===== src/rtl/shifter_pkg.sv =====
// ---------------------------------------------------------------------------
// shifter_pkg
// Shared types and helpers for the pipelined log-shifter (pipe_shifter).
//   shift_op_e : 3-bit operation code carried through the pipeline.
//                Codes 101..111 are not operations; they pass the operand
//                through unchanged.
//   shw_of()   : number of shift-amount bits (and layers) for a data width.
// Optional feature macro: PIPE_SHIFTER_ROTATE_EN (used by shift_layers).
// ---------------------------------------------------------------------------
package shifter_pkg;

  typedef enum logic [2:0] {
    OP_SLL = 3'b000,
    OP_SRL = 3'b001,
    OP_SRA = 3'b010,
    OP_ROL = 3'b011,
    OP_ROR = 3'b100
  } shift_op_e;

  // One layer per shift-amount bit: layer j shifts by 2^j.
  function automatic int shw_of(input int xlen);
    return $clog2(xlen);
  endfunction

endpackage


===== src/rtl/shift_layers.sv =====
// ---------------------------------------------------------------------------
// shift_layers
// Combinational slice of the log-shifter. Applies layers LO..HI (inclusive)
// to i_data; layer j shifts by 2^j when i_shamt[j] is set. Layers outside
// LO..HI are bypassed, so an empty range (HI < LO) is a plain pass-through.
//
// Ports:
//   i_op     in   shift_op_e   operation
//   i_data   in   XLEN         data entering this slice
//   i_shamt  in   SHW          full shift amount (only bits LO..HI used here)
//   o_data   out  XLEN         data leaving this slice
//
// Macro PIPE_SHIFTER_ROTATE_EN: when defined, ROL/ROR wrap bits from the
// opposite end; when undefined, those codes pass data through and no wrap
// logic is built.
// ---------------------------------------------------------------------------
module shift_layers
  import shifter_pkg::*;
#(
  parameter int XLEN = 32,
  parameter int LO   = 0,
  parameter int HI   = 0
) (
  input  shift_op_e                i_op,
  input  logic [XLEN-1:0]          i_data,
  input  logic [$clog2(XLEN)-1:0]  i_shamt,
  output logic [XLEN-1:0]          o_data
);

  localparam int SHW = shw_of(XLEN);

  // Single layer by a fixed power-of-two amount (1 <= amt <= XLEN/2).
  // For SRA the top bit of any intermediate value is still the original
  // sign bit, so filling with d[XLEN-1] replicates src[XLEN-1].
  function automatic logic [XLEN-1:0] layer(input shift_op_e op,
                                            input logic [XLEN-1:0] d,
                                            input int amt);
    logic [XLEN-1:0] r;
    r = d;
    case (op)
      OP_SLL:  r = d << amt;
      OP_SRL:  r = d >> amt;
      OP_SRA:  r = $signed(d) >>> amt;
`ifdef PIPE_SHIFTER_ROTATE_EN
      OP_ROL:  r = (d << amt) | (d >> (XLEN - amt));
      OP_ROR:  r = (d >> amt) | (d << (XLEN - amt));
`endif
      default: r = d;
    endcase
    return r;
  endfunction

  logic [XLEN-1:0] w_acc;
  logic [SHW-1:0]  w_sh;

  // Walk the shift amount LSB first; the loop fully unrolls into a chain of
  // fixed-amount muxes, one per owned layer.
  always_comb begin
    w_acc = i_data;
    w_sh  = i_shamt;
    for (int j = 0; j < SHW; j++) begin
      if (j >= LO && j <= HI && w_sh[0]) begin
        w_acc = layer(i_op, w_acc, 1 << j);
      end
      w_sh = w_sh >> 1;
    end
  end

  assign o_data = w_acc;

endmodule


===== src/rtl/pipe_shifter.sv =====
// ---------------------------------------------------------------------------
// pipe_shifter
// Pipelined log-shifter for the EX stage. SLL/SRL/SRA always, ROL/ROR when
// built with PIPE_SHIFTER_ROTATE_EN. Latency is STAGES cycles; one op per
// cycle when out_ready is held high; results leave in issue order.
//
// Parameters:
//   XLEN    data width (power of two, 8..64)
//   STAGES  pipeline register stages (1..$clog2(XLEN)), latency = STAGES
//   TAG_W   width of the opaque tag carried with each op
//
// Ports:
//   clk        in   1      clock, all state on rising edge
//   rst        in   1      synchronous reset, active-high
//   flush      in   1      discard every in-flight op and the current input
//   in_valid   in   1      request valid
//   in_ready   out  1      request accepted when in_valid && in_ready
//   in_op      in   3      shift_op_e code (101..111 pass through)
//   in_src     in   XLEN   operand
//   in_shamt   in   SHW    shift amount, SHW = $clog2(XLEN)
//   in_tag     in   TAG_W  passthrough tag
//   out_valid  out  1      result valid
//   out_ready  in   1      consumer accepts when out_valid && out_ready
//   out_data   out  XLEN   shifted result
//   out_tag    out  TAG_W  tag of the result
//
// Macro PIPE_SHIFTER_ROTATE_EN: enables ROL/ROR (see shift_layers).
// ---------------------------------------------------------------------------
module pipe_shifter
  import shifter_pkg::*;
#(
  parameter int XLEN   = 32,
  parameter int STAGES = 2,
  parameter int TAG_W  = 5
) (
  input  logic                     clk,
  input  logic                     rst,
  input  logic                     flush,
  input  logic                     in_valid,
  output logic                     in_ready,
  input  logic [2:0]               in_op,
  input  logic [XLEN-1:0]          in_src,
  input  logic [$clog2(XLEN)-1:0]  in_shamt,
  input  logic [TAG_W-1:0]         in_tag,
  output logic                     out_valid,
  input  logic                     out_ready,
  output logic [XLEN-1:0]          out_data,
  output logic [TAG_W-1:0]         out_tag
);

  localparam int SHW = shw_of(XLEN);
  // Layers owned by each stage; trailing stages may own none when SHW is
  // not a multiple of STAGES.
  localparam int LPS = (SHW + STAGES - 1) / STAGES;

  typedef struct packed {
    logic              valid;
    shift_op_e         op;
    logic [XLEN-1:0]   data;
    logic [SHW-1:0]    shamt;
    logic [TAG_W-1:0]  tag;
  } stage_t;

  stage_t             r_stage [STAGES];
  stage_t             w_src   [STAGES];
  stage_t             w_next  [STAGES];
  logic [STAGES-1:0]  w_take;

  // Stage gi shifts whatever feeds it (the input port or the previous
  // register) by its own layers and presents the result to its register.
  for (genvar gi = 0; gi < STAGES; gi++) begin : g_stage
    localparam int LO = gi * LPS;
    localparam int HI = ((((gi + 1) * LPS) < SHW) ? ((gi + 1) * LPS) : SHW) - 1;

    logic [XLEN-1:0] w_shifted;

    if (gi == 0) begin : g_head
      assign w_src[gi] = '{valid: in_valid,
                           op:    shift_op_e'(in_op),
                           data:  in_src,
                           shamt: in_shamt,
                           tag:   in_tag};
    end else begin : g_body
      assign w_src[gi] = r_stage[gi-1];
    end

    shift_layers #(
      .XLEN (XLEN),
      .LO   (LO),
      .HI   (HI)
    ) u_layers (
      .i_op    (w_src[gi].op),
      .i_data  (w_src[gi].data),
      .i_shamt (w_src[gi].shamt),
      .o_data  (w_shifted)
    );

    assign w_next[gi] = '{valid: w_src[gi].valid,
                          op:    w_src[gi].op,
                          data:  w_shifted,
                          shamt: w_src[gi].shamt,
                          tag:   w_src[gi].tag};
  end

  // Backpressure ripples from the output back to the input: a stage can
  // take new content when it is empty or its content moves on this edge.
  // No skid buffer, so in_ready is combinational through to out_ready.
  always_comb begin
    logic drain;
    w_take = '0;
    drain  = out_ready;
    for (int k = STAGES - 1; k >= 0; k--) begin
      w_take[k] = !r_stage[k].valid || drain;
      drain     = w_take[k];
    end
  end

  // Flush only kills valid bits; the payload left behind is never observed
  // as valid. Reset additionally zeroes the payload.
  always_ff @(posedge clk) begin
    if (rst) begin
      for (int k = 0; k < STAGES; k++) begin
        r_stage[k] <= '0;
      end
    end else begin
      for (int k = 0; k < STAGES; k++) begin
        if (flush) begin
          r_stage[k].valid <= 1'b0;
        end else if (w_take[k]) begin
          r_stage[k] <= w_next[k];
        end
      end
    end
  end

  assign in_ready  = w_take[0];
  assign out_valid = r_stage[STAGES-1].valid;
  assign out_data  = r_stage[STAGES-1].data;
  assign out_tag   = r_stage[STAGES-1].tag;

endmodule


===== config.mk =====
export PLATFORM = sky130hd
export DESIGN_NAME = pipe_shifter
export DESIGN_NICKNAME = d
export VERILOG_FILES = /design/src/rtl/shifter_pkg.sv /design/src/rtl/shift_layers.sv /design/src/rtl/pipe_shifter.sv
export SDC_FILE = /design/constraint.sdc
export NUM_CORES = 1
export LEC_CHECK = 0
export CORE_AREA = 3 3 121 123
export DETAILED_ROUTE_END_ITERATION = 10
export DIE_AREA = 0 0 124 126
export GPL_ROUTABILITY_DRIVEN = 0
export PLACE_DENSITY = 0.7
export SLEW_MARGIN = 20
export SYNTH_ARGS = -nofsm -noshare
export SYNTH_HDL_FRONTEND = slang
export SYNTH_SLANG_ARGS = --single-unit

===== constraint.sdc =====
create_clock -name clk -period 4 [get_ports clk]
set_input_delay 0.4 -clock clk [delete_from_list [all_inputs] [get_ports clk]]
set_output_delay 0.4 -clock clk [all_outputs]
set_load 0.05 [all_outputs]

==> impl_metrics.py <==
metrics = {
    "clock_network": {
        "tritoncts": "built",
        "clockRootBuffer": "clkbuf_16",
        "clock_path_buffers": 2,
        "cts_sinks": 81,
        "postCtsHoldBufs": 0,
        "ctsResizeCount": 0,
        "cts_setup_buffers": 0,
        "cts-buffers-inserted": 9,
        "path_clk_slew_ns": 0.06,
        "clk_latency_ns": 0.33,
        "htree_levels": 3,
    },
    "floorplan": {
        "io_pins": 89,
        "start_util_pct": 49.1,
        "core.rowCount": 43,
        "die_w_um": 124,
        "die_h_um": 126,
        "fp.coreArea_sq_mm": 0.0138,
        "dieArea_sq_mm": 0.0156,
    },
    "finish": {
        "top_regs": "r_stage x81",
        "largest_reg_flops": 81,
        "final_nets": 874,
        "seq_area_sq_mm": 0.00243,
        "nFillCells": 1244,
        "drive_gt1_share_pct": 8.57,
        "final_core_util_pct": 58.0,
        "largest_register": "r_stage",
        "antennaDiodeCount": 0,
        "multiInputGateArea_sq_mm": 0.00398,
        "area_growth_pct": 18.1,
    },
    "critical_path": {
        "critPathRequiredTime_ns": 4.07,
        "regToRegSetupSlack_ns": 1.47,
        "r2r-end": "r_stage[0][35]$_SDFFCE_PP0P_",
        "endpoint_kind": "register",
        "endpoint": "r_stage[0][30]$_SDFFCE_PP0P_",
        "crit_arrival_ns": 3.18,
        "r2r_cells": 8,
        "startpoint_type": "primary input",
        "rr_startpoint": "r_stage[1][45]$_SDFFCE_PN0P_",
        "worstSetupPathType": "primary input to register",
        "crit_start": "in_op[2]",
        "worstPathMaxFanout": 19,
    },
    "place": {
        "io_buffers": 88,
        "dp_hpwl_um": 16000,
    },
    "synthesis": {
        "syn_avg_cell_area_sq_um": 8.77,
        "synthCells": 771,
        "syn_nets": 821,
        "yosysTopAreaCell": "edfxtp_1",
        "netlist_area_sq_mm": 0.00677,
        "synth_edf_count": 81,
        "synth_area_leaders": "edfxtp_1 (36%), a21oi_1 (5.5%), nor2_1 (4.4%)",
        "ys_ff_latch": 81,
        "synth_top_area_share_pct": 36.0,
        "synthTopCellsByCount": "edfxtp_1 (81), nor2_1 (79), a21oi_1 (74)",
        "synth_most_common_cell": "edfxtp_1",
        "async_flop_share_pct": 0,
        "yosysSeqAreaShare_pct": 36.0,
        "ys_types": 70,
        "synth_ff_type": "edfxtp_1",
        "yosys_warnings": 0,
    },
    "flow_run": {
        "maxCapViolCount": 0,
    },
    "global_route": {
        "grt_max_degree": 43,
        "grt_pass1_wl_um": 34100,
        "grt_pass1_vias": 6302,
        "antenna_found_initial": 0,
        "grtUsageTotal_pct": 27.5,
        "overflow": 0,
    },
    "timing": {
        "rsz0062_at_grt": "false",
        "period_needed_ns": 3.11,
        "finalMaxSlewViolations": 0,
        "slew_headroom_pct": 44.5,
        "finalHoldViolations": 0,
        "worst_slew_pin_slew_ns": 0.832,
        "final-setup-viol-count": 0,
        "timing.final.crit_share_pct": 77.7,
        "final.setup.tns_ns": 0,
        "skew_ns": 0.0121,
        "max_freq_mhz": 322,
    },
    "routing": {
        "drt_iter0_drc": 941,
        "dr.pass1.iters": 7,
        "ant_nets": 0,
        "drc_errors": 0,
        "viasPerCell": 6.93,
        "vias": 6986,
        "wl_per_cell_um": 21.8,
        "drt_wl_total_um": 21900,
    },
    "pwr": {
        "irDropWorstVdd_mv": 0.214,
        "p_leak_nw": 2.79,
        "p_per_area_mw_per_mm2": 344,
    },
    "outcome": {
        "status": "finished clean",
    },
    "hold_path": {
        "hold_class": "register to register",
    },
}
==> worst max-delay path, cell delays in order <==
cell	delay, ns
clkdlybuf4s50_1	0.67
buf_4	0.35
or3_1	0.65
or3_1	0.44
o221ai_1	0.10
o211ai_1	0.18
a221o_1	0.38
==> metrics by stage <==
| stage | instance area (sq um) | cells | hold slack (ns) | setup WS [ns] | total power, mW |
|---|---|---|---|---|---|
| global route | 7990 | 1008 | 0.539 | 0.782 | 2.86 |
| global placement | 7700 | 992 | 0.498 | 0.644 | 1.99 |
| detailed placement | 7700 | 992 | 0.508 | 0.637 | 2.01 |
| finish | 7990 | 1008 | 0.524 | 0.893 | 2.75 |
| CTS | 7970 | 1007 | 0.526 | 0.975 | 2.74 |
| floorplan | 6770 | 771 | 0.497 | 0.542 | 1.72 |
==> cell type report <==
class	count	share of cell area [%]
clock buffer	10	2.87
clock inverter	5	0.423
timing repair buffer	112	13.4
tap	180	2.82
sequential	81	30.4
inverter	6	0.282
multi-input combinational	614	49.8
==> layout by cell type (no fill, tap or decap), types with 8 or more instances in the layout <==
cell and n:
a211oi_1 13, a21oi_1 74, a22o_1 32, a22oi_1 14, a2bb2oi_1 17, a32o_1 9
and2_1 20, buf_4 23, clkbuf_16 9, clkdlybuf4s50_1 87, edfxtp_1 81, mux2_2 13
mux2i_1 17, nand2_1 55, nand2b_1 18, nand3_1 14, nor2_1 78, nor2b_1 21
nor3_1 11, nor4b_1 12, o21ai_0 43, o21ai_1 8, o221ai_1 18, o22ai_1 15
o2bb2ai_1 8
==> cells by family (layout without fill, tap and decap cells) <==
kind of cell,count (synthesis),after routing,share of synthesized area (%)
multiplexers,33,33,5.18
AND/OR/NAND/NOR,261,261,19.5
buffers and inverters,76,133,5.57
flip-flops,81,81,36.0
XOR/XNOR,3,3,0.499
AO/OA/AOI/OAI,317,317,33.3
==> metal layers <==
metal	share of wire [%]	vias to the layer above	track usage, %
li1	-	3107	-
met4	4.1	0	11.7
met2	45	504	42.2
met1	39	3283	38.2
met3	12	92	5.03
met5	0	-	0
==> worst min path at each step <==
| stage | from | endpoint | slack, ns | cells after the start |
|---|---|---|---|---|
| 3_3_place_gp | r_stage[0][3]$_SDFFCE_PP0P_ | r_stage[1][3]$_DFFE_PP_ | 0.50 | 1 |
| 3_5_place_dp | r_stage[0][4]$_SDFFCE_PP0P_ | r_stage[1][4]$_DFFE_PP_ | 0.51 | 1 |
| 5_1_grt | r_stage[0][1]$_SDFFCE_PP0P_ | r_stage[1][1]$_DFFE_PP_ | 0.54 | 1 |
| 2_1_floorplan | r_stage[0][0]$_SDFFCE_PP0P_ | r_stage[1][0]$_DFFE_PP_ | 0.50 | 1 |
| 4_1_cts | r_stage[0][4]$_SDFFCE_PP0P_ | r_stage[1][4]$_DFFE_PP_ | 0.53 | 1 |
| 6_report | r_stage[0][4]$_SDFFCE_PP0P_ | r_stage[1][4]$_DFFE_PP_ | 0.52 | 1 |
==> where the power goes <==
group          switching, mW  total [mW]  leakage [nW]  internal, mW
registers             0.0565        1.10         0.862          1.04
clock network          0.311       0.726         0.126         0.415
logic                  0.580       0.928          1.80         0.347
Note: power is estimated with default switching activity, not from simulation.
